`config.mk`:
```
export PLATFORM = sky130hd
export DESIGN_NAME = game_round_ctrl
export DESIGN_NICKNAME = d
export VERILOG_FILES = /design/src/rtl/game_round_ctrl.sv
export SDC_FILE = /design/constraint.sdc
export NUM_CORES = 1
export LEC_CHECK = 0
export ABC_AREA = 1
export ABC_CLOCK_PERIOD_IN_PS = 1630
export BUFFER_PORTS_ARGS = -buffer_cell sky130_fd_sc_hd__clkbuf_2
export CORE_MARGIN = 2
export CORE_UTILIZATION = 59
export DETAILED_ROUTE_END_ITERATION = 16
export GPL_TIMING_DRIVEN = 1
export PLACE_DENSITY_LB_ADDON = 0.15
export SYNTH_ARGS = -nofsm -noshare
export SYNTH_HDL_FRONTEND = slang
export SYNTH_SLANG_ARGS = --single-unit
```
`constraint.sdc`:
```
create_clock -name clk -period 1.63 [get_ports clk]
set_input_delay 0.163 -clock clk [delete_from_list [all_inputs] [get_ports clk]]
set_output_delay 0.163 -clock clk [all_outputs]
set_load 0.02 [all_outputs]
```
`src/rtl/game_round_ctrl.sv`:
```
// game_round_ctrl: round sequencer for a shoot-the-target game.
// Turns the launch/shoot keys and the datapath's hit/miss pulses into
// launch/fire strobes, and tracks score, lives and the round state.
module game_round_ctrl #(
  parameter int unsigned WIN_SCORE       = 9,
  parameter int unsigned LIVES_INIT      = 3,
  parameter int unsigned COOLDOWN_FRAMES = 8,
  parameter int unsigned PAUSE_FRAMES    = 60,
  parameter int unsigned HOLD_FRAMES     = 120
) (
  input  logic       clk,
  input  logic       rst,
  input  logic       frame_strobe,
  input  logic       launch_key,
  input  logic       shoot_key,
  input  logic       hit,
  input  logic       miss,
  output logic       launch,
  output logic       fire,
  output logic [3:0] score,
  output logic [1:0] lives,
  output logic [2:0] state,
  output logic       game_over,
  output logic       win
);

  typedef enum logic [2:0] {
    ST_IDLE   = 3'd0,
    ST_LAUNCH = 3'd1,
    ST_PLAY   = 3'd2,
    ST_PAUSE  = 3'd3,
    ST_WIN    = 3'd4,
    ST_OVER   = 3'd5
  } state_t;

  state_t     cur, nxt;
  logic [7:0] cooldown, cooldown_d;
  logic [7:0] frm, frm_d;        // pause countdown, or hold countdown in WIN/OVER
  logic [3:0] score_d;
  logic [1:0] lives_d;
  logic       fire_d;
  logic       launch_prev, shoot_prev;
  logic       armed;             // low for the first cycle after reset
  logic       launch_edge, shoot_edge;

  // A key still held across reset release must not count as a press, so
  // edges are suppressed until the previous-level registers hold a real sample.
  assign launch_edge = armed & launch_key & ~launch_prev;
  assign shoot_edge  = armed & shoot_key  & ~shoot_prev;
  assign state       = cur;

  // Key history registers for edge detection.
  always_ff @(posedge clk or negedge rst) begin
    if (!rst) begin
      launch_prev <= 1'b0;
      shoot_prev  <= 1'b0;
      armed       <= 1'b0;
    end else begin
      launch_prev <= launch_key;
      shoot_prev  <= shoot_key;
      armed       <= 1'b1;
    end
  end

  // Next-state, scoring, cooldown and frame-counter logic.
  always_comb begin
    nxt        = cur;
    score_d    = score;
    lives_d    = lives;
    cooldown_d = cooldown;
    frm_d      = frm;
    fire_d     = 1'b0;
    case (cur)
      ST_IDLE: begin
        if (launch_edge) begin
          nxt     = ST_LAUNCH;
          score_d = 4'd0;
          lives_d = 2'(LIVES_INIT);
        end
      end
      ST_LAUNCH: nxt = ST_PLAY;
      ST_PLAY: begin
        // A press while cooling down is dropped, never queued.
        if (shoot_edge && cooldown == 8'd0) begin
          fire_d     = 1'b1;
          cooldown_d = 8'(COOLDOWN_FRAMES);
        end else if (frame_strobe && cooldown != 8'd0) begin
          cooldown_d = cooldown - 8'd1;
        end
        if (hit && score != 4'(WIN_SCORE)) score_d = score + 4'd1;
        if (miss && lives != 2'd0)         lives_d = lives - 2'd1;
        // Win outranks losing the last life when both land together.
        if (hit && score == 4'(WIN_SCORE - 1)) begin
          nxt   = ST_WIN;
          frm_d = 8'(HOLD_FRAMES);
        end else if (miss && lives <= 2'd1) begin
          nxt   = ST_OVER;
          frm_d = 8'(HOLD_FRAMES);
        end else if (miss) begin
          nxt   = ST_PAUSE;
          frm_d = 8'(PAUSE_FRAMES);
        end
        if (nxt != ST_PLAY) cooldown_d = 8'd0;
      end
      ST_PAUSE: begin
        if (frame_strobe) begin
          if (frm <= 8'd1) begin
            nxt   = ST_LAUNCH;
            frm_d = 8'd0;
          end else begin
            frm_d = frm - 8'd1;
          end
        end
      end
      ST_WIN, ST_OVER: begin
        if (frm == 8'd0 && launch_edge) begin
          nxt     = ST_LAUNCH;
          score_d = 4'd0;
          lives_d = 2'(LIVES_INIT);
        end else if (frame_strobe && frm != 8'd0) begin
          frm_d = frm - 8'd1;
        end
      end
      default: nxt = ST_IDLE;
    endcase
  end

  // State, counters and registered strobes/flags.
  always_ff @(posedge clk or negedge rst) begin
    if (!rst) begin
      cur       <= ST_IDLE;
      score     <= 4'd0;
      lives     <= 2'd0;
      cooldown  <= 8'd0;
      frm       <= 8'd0;
      launch    <= 1'b0;
      fire      <= 1'b0;
      win       <= 1'b0;
      game_over <= 1'b0;
    end else begin
      cur       <= nxt;
      score     <= score_d;
      lives     <= lives_d;
      cooldown  <= cooldown_d;
      frm       <= frm_d;
      // LAUNCH is only entered from non-PLAY states, fire only leaves PLAY,
      // so the two strobes can never coincide.
      launch    <= (nxt == ST_LAUNCH);
      fire      <= fire_d;
      win       <= (nxt == ST_WIN);
      game_over <= (nxt == ST_OVER);
    end
  end

endmodule
```
==> results of run 1 <==
[Yosys cell counts (all sizes together)]
cell / instances / share of area, %
dfrtp: 32 / 39
a22oi: 1 / 0.36
xor2: 8 / 3.4
conb: 1 / 0.18
nand3: 21 / 6.2
inv: 37 / 6.8
ha: 8 / 4.8
nor3: 2 / 0.48
o21ai: 15 / 3.8
nor2: 32 / 6.7
nand2: 119 / 23
nand4: 8 / 2.7
a21oi: 2 / 0.48
buf: 2 / 1.1
or2: 3 / 0.91
[power breakdown]
| part | switching, mW | leakage (nW) | total [mW] | internal (mW) |
|---|---|---|---|---|
| Combinational | 2.21 | 0.910 | 3.50 | 1.29 |
| Sequential | 0.274 | 0.412 | 1.36 | 1.09 |
| Clock | 0.321 | 0.0274 | 0.491 | 0.169 |
[registers in the layout, summed over array words and instances (netlist names)]
signal / count
armed: 1
cooldown: 8
fire: 1
frm: 8
game_over: 1
launch: 1
launch_prev: 1
lives: 2
score: 4
shoot_prev: 1
state: 3
win: 1
[cells by family after synthesis]
logic type | Yosys count
adder cells (fa/ha/maj) | 8
XOR/XNOR | 8
other | 1
AND/OR/NAND/NOR | 185
AO/OA/AOI/OAI | 18
buffers and inverters | 39
flip-flops | 32
[metrics by stage]
stage                     hold slack (ns)  area, sq um
final                               0.210         2460
after detailed placement            0.208         2230
after global placement              0.202         2230
after global routing                0.244         2460
after CTS                           0.201         2340
after floorplan                    -0.133         2070
[cell type report]
cell class	count	area, sq um
Clock inverter	3	23.8
Tap cell	46	57.6
Fill cell	269	872
Sequential cell	32	802
Timing Repair Buffer	35	226
Clock buffer	5	37.5
Multi-Input combinational cell	220	1180
Inverter	37	141
[worst max-delay path: stages, from the launching register on]
cell     delay [ns]
dfrtp_1        0.40
inv_1          0.11
ha_4           0.14
nand4_1        0.19
nand3_4        0.20
buf_6          0.13
nand3_2        0.07
nor2_2         0.12
nand2_1        0.06
nand2_1        0.05
inv_1          0.03
[layout by cell type, fill, tap and decap left out]
cell,n
inv_4,1
nor2_1,27
clkinv_4,1
a21oi_1,1
nand2_2,9
clkinvlp_4,2
nand2_4,4
clkbuf_2,19
nor2_2,4
nand3_1,17
nand3_4,2
a21oi_2,1
ha_4,1
nand4_4,1
nor3_1,2
ha_1,5
buf_4,12
o21ai_2,1
buf_6,1
nand2_1,106
o21ai_0,8
dfrtp_2,1
inv_2,12
o21ai_1,6
dlygate4sd3_1,3
or2_2,3
a22oi_2,1
nand4_1,7
dfrtp_1,31
clkbuf_4,5
xor2_1,8
nor2_8,1
nand3_2,2
ha_2,2
conb_1,1
inv_1,24
[worst max path at each step]
stage               startpoint           to
finish                score[0]       frm[6]
global route            frm[0]     lives[0]
CTS                   score[1]       frm[6]
detailed placement    score[1]       frm[7]
global placement      state[2]       frm[7]
floorplan             score[0]  cooldown[6]
[what timing repair did]
action	in CTS	in global routing
endpoints found under the hold margin	34	0
setup endpoints to repair	7	24
hold buffers	3	0
gates resized for setup	2	21
gates cloned	0	0
buffers inserted	0	8
pin swaps	1	9
[layer usage]
layer  track usage (%)  share of wire [%]
met1              33.0                 44
met2              44.3                 50
met3              5.71                4.0
met4              8.42                1.4
met5                 0                  0
==> impl_metrics.ini, run 1 <==
[synthesis]
synth-simple-area-share_pct = 40.2
ys_seq_area_share_pct = 38.8
synth-xor-area-share_pct = 3.39
ys_ff_latch = 32
synth.area.mux_share_pct = 0
ys_warn_count = 0
synth_compound_area_share_pct = 4.66
synth_area_sq_um = 2070
synth_cell_types = 26
synth.avg_cell_area_sq_um = 7.10
yosys.area_share.adder_pct = 4.85
synth_top_family_by_area = simple AND/OR/NAND/NOR gates
synth_nets = 306
netlist_instances = 291

[setup_path]
critPathMaxFanout = 4
r2r_slack_ns = 0.02
crit_path_end_kind = flop
crit_arrival_ns = 1.88
timing.rr.end = frm[6]
reg2reg_from = score[0]
r2r_cells = 10
worstPathRequired_ns = 1.91
startpoint_type = flop
path_class = reg -> reg

[global_route]
grt_util_all_layers_pct = 26.0
grt_pass1_vias = 1842
grt_max_degree = 33
grt_pass1_wl_microns = 8040
grt-ovfl-total = 0
antenna_found_initial = 0

[die]
initial_core_util_pct = 61.9
die_w_microns = 63.2
core_sq_um = 3340
die_h_microns = 63.2
rows = 21
pin_count = 20
die_area_sq_um = 3990

[drt]
routed_via_density = 5.11
first_pass_iters = 5
drc = 0
routed_wl_microns = 4730
vias = 1933
wl_per_cell_microns = 12.5
antenna_left = 0
drt_iter0_markers = 189

[sta]
finalSetupViolations = 0
slew_viol_final = 0
fin_crit_sh_pct = 98.5
fmax_ghz = 0.623
fin_ws_ns = 0.0238
finClkSkew_ns = 0.0153
tns_ns = 0
hold_viol_final = 0
rsz0062_at_grt = yes
fin_crit_ns = 1.61

[status]
status = finished clean

[min_path]
hold_depth = 5
min-delay-start = frame_strobe
hold_path.class = in -> reg
whs_endpoint = cooldown[3]

[final_layout]
layout-drive-gt1-share_pct = 25.9
finalNonFillerCells = 378
antenna_cells = 0
nets = 346
syn2layout_area_growth_pct = 19.3
utilization_pct = 73.9

[cts]
clkLatencyLatePin_ns = 0.36
h-tree-depth = 2
cts.sinks = 32
clk_pin_slew_ns = 0.12
cts_tree = done
clk_path_buf_depth = 2
clock-root-buffer = clkbuf_4
numCtsBuffers = 5

[power_and_ir_drop]
p_leak_nw = 1.35
power.total_mw = 5.36
ir_drop_uv = 1320
p_per_area_nw_per_um2 = 2170

[placement]
place_hpwl_microns = 3190
dp_cells = 359
port_buffers = 19
gp_congestion = 0.956
post-place-ws_ns = -0.0539

[run]
maxCapViolCount = 0
No activity file was read; power rests on OpenSTA's default activity.
==> run 2, diff against run 1 <==
- CORE_UTILIZATION: 59 -> 30
==> run 2 against run 1 <==
Effect of this change: sequential power about the same; flip-flop and latch count is the same; final cell count up 11%; design area up 5.5%; total power increased by 2.7%; sequential share of layout area decreased by 1.7 points; non-clock buffer count grew 6; clock skew shrank 0.0090 ns; first-iteration DRC count down 40%; register-to-register slack better by 0.096 ns; critical path type unchanged; largest power group unchanged.
==> impl_metrics.ini, run 2 (synthesis gave the netlist of run 1 again) <==
[cts]
clk_pin_slew_ns = 0.07
clkLatencyLatePin_ns = 0.28
cts_tree = done
clk_path_buf_depth = 2
cts.sinks = 32
h-tree-depth = 2
numCtsBuffers = 5
clock-root-buffer = clkbuf_8

[die]
rows = 30
die_w_microns = 87.0
pin_count = 20
die_area_sq_um = 7570
die_h_microns = 87.0
core_sq_um = 6720
initial_core_util_pct = 30.7

[setup_path]
timing.rr.end = score[0]
crit_path_end_kind = flop
startpoint = frm[0]
critPathMaxFanout = 8
startpoint_type = flop
reg2reg_from = frm[0]
crit_path_end = score[0]
crit_arrival_ns = 1.68
path_class = reg -> reg
r2r_cells = 9
r2r_slack_ns = 0.12
worstPathRequired_ns = 1.80

[sta]
fmax_ghz = 0.662
fin_crit_ns = 1.51
finalSetupViolations = 0
tns_ns = 0
hold_ws_ns = 0.276
fin_ws_ns = 0.119
fin_crit_sh_pct = 92.7
hold_viol_final = 0
rsz0062_at_grt = yes
finClkSkew_ns = 0.00631
slew_viol_final = 0

[drt]
first_pass_iters = 4
drc = 0
wl_per_cell_microns = 11.6
antenna_left = 0
routed_via_density = 4.46
drt_iter0_markers = 114
routed_wl_microns = 4830
vias = 1863

[global_route]
grt-ovfl-total = 0
grt_max_degree = 18
grt_pass1_vias = 1750
antenna_found_initial = 0
grt_util_all_layers_pct = 14.4
grt_pass1_wl_microns = 8530

[final_layout]
nets = 352
syn2layout_area_growth_pct = 25.9
largest_registers = cooldown (8), frm (8), score (4)
layout_commonest_cell = nand2_1
fillerInstances = 716
final_area_sq_um = 2600
mostFrequentLayoutCells = 100 x nand2_1, 31 x dfrtp_1, 28 x nor2_1
antenna_cells = 0
layout-drive-gt1-share_pct = 29.3

[placement]
post-place-ws_ns = 0.0418
postPlaceCellArea_sq_um = 2360
place_hpwl_microns = 3650
port_buffers = 19
gp_congestion = 0.805

[power_and_ir_drop]
ir_drop_uv = 647
p_per_area_nw_per_um2 = 2120
p_leak_nw = 1.41

[min_path]
hold_depth = 4
hold_path.class = in -> reg

[status]
status = finished clean

[run]
maxCapViolCount = 0
## run 2: layout make-up
type	count	area [sq um]	share of cell area (%)
Clock buffer	6	82.6	3.17
Clock inverter	2	10.0	0.385
Inverter	37	144	5.53
Multi-Input combinational cell	220	1180	45.3
Sequential cell	32	802	30.8
Tap cell	80	100	3.85
Timing Repair Buffer	41	284	10.9
## run 2: per-layer routing
layer  part of all wire, %  vias up  track usage [%]  wire, microns
met3                   2.9        7             3.03            138
li1                      -     1000                -              -
met5                     0        -                0              0
met1                    52      836             20.7           2500
met2                    44       20             21.6           2130
met4                   1.3        0             4.69             63
## run 2: how the worst min path moves through the flow
| stage | end | from |
|---|---|---|
| floorplan | armed | rst |
| global placement | win | rst |
| detailed placement | win | rst |
| CTS | state[2] | miss |
| global route | cooldown[3] | frame_strobe |
| finish | state[2] | miss |
## run 2: through the flow
step                instances  total power, mW  utilization (%)
finish                    418             5.50             38.7
global route              418             6.15             38.7
CTS                       414             5.28             37.0
detailed placement        403             4.60             35.2
global placement          403             4.61             35.2
floorplan                 291             3.80                -
## run 2: where the power goes
group          internal (mW)  leakage, nW  switching [mW]  total [mW]
Sequential              1.09        0.413           0.271        1.37
Combinational           1.31        0.943            2.19        3.50
Clock                  0.337       0.0510           0.301       0.638
## run 2: repair_timing
action                                 CTS  global route
buffers inserted                         0             4
hold buffers                             3             0
setup endpoints to repair                0            24
gates resized for setup                  0            30
endpoints found under the hold margin   18             0
## run 2: worst max-delay path, cell delays in order (launching register included)
cell and delay, ns:
dfrtp_1 0.37, inv_1 0.10, ha_1 0.15, inv_1 0.04
nor2_1 0.13, nand3_1 0.13, nand2_2 0.13, nand3_2 0.18
nand2_1 0.10, o21ai_1 0.06
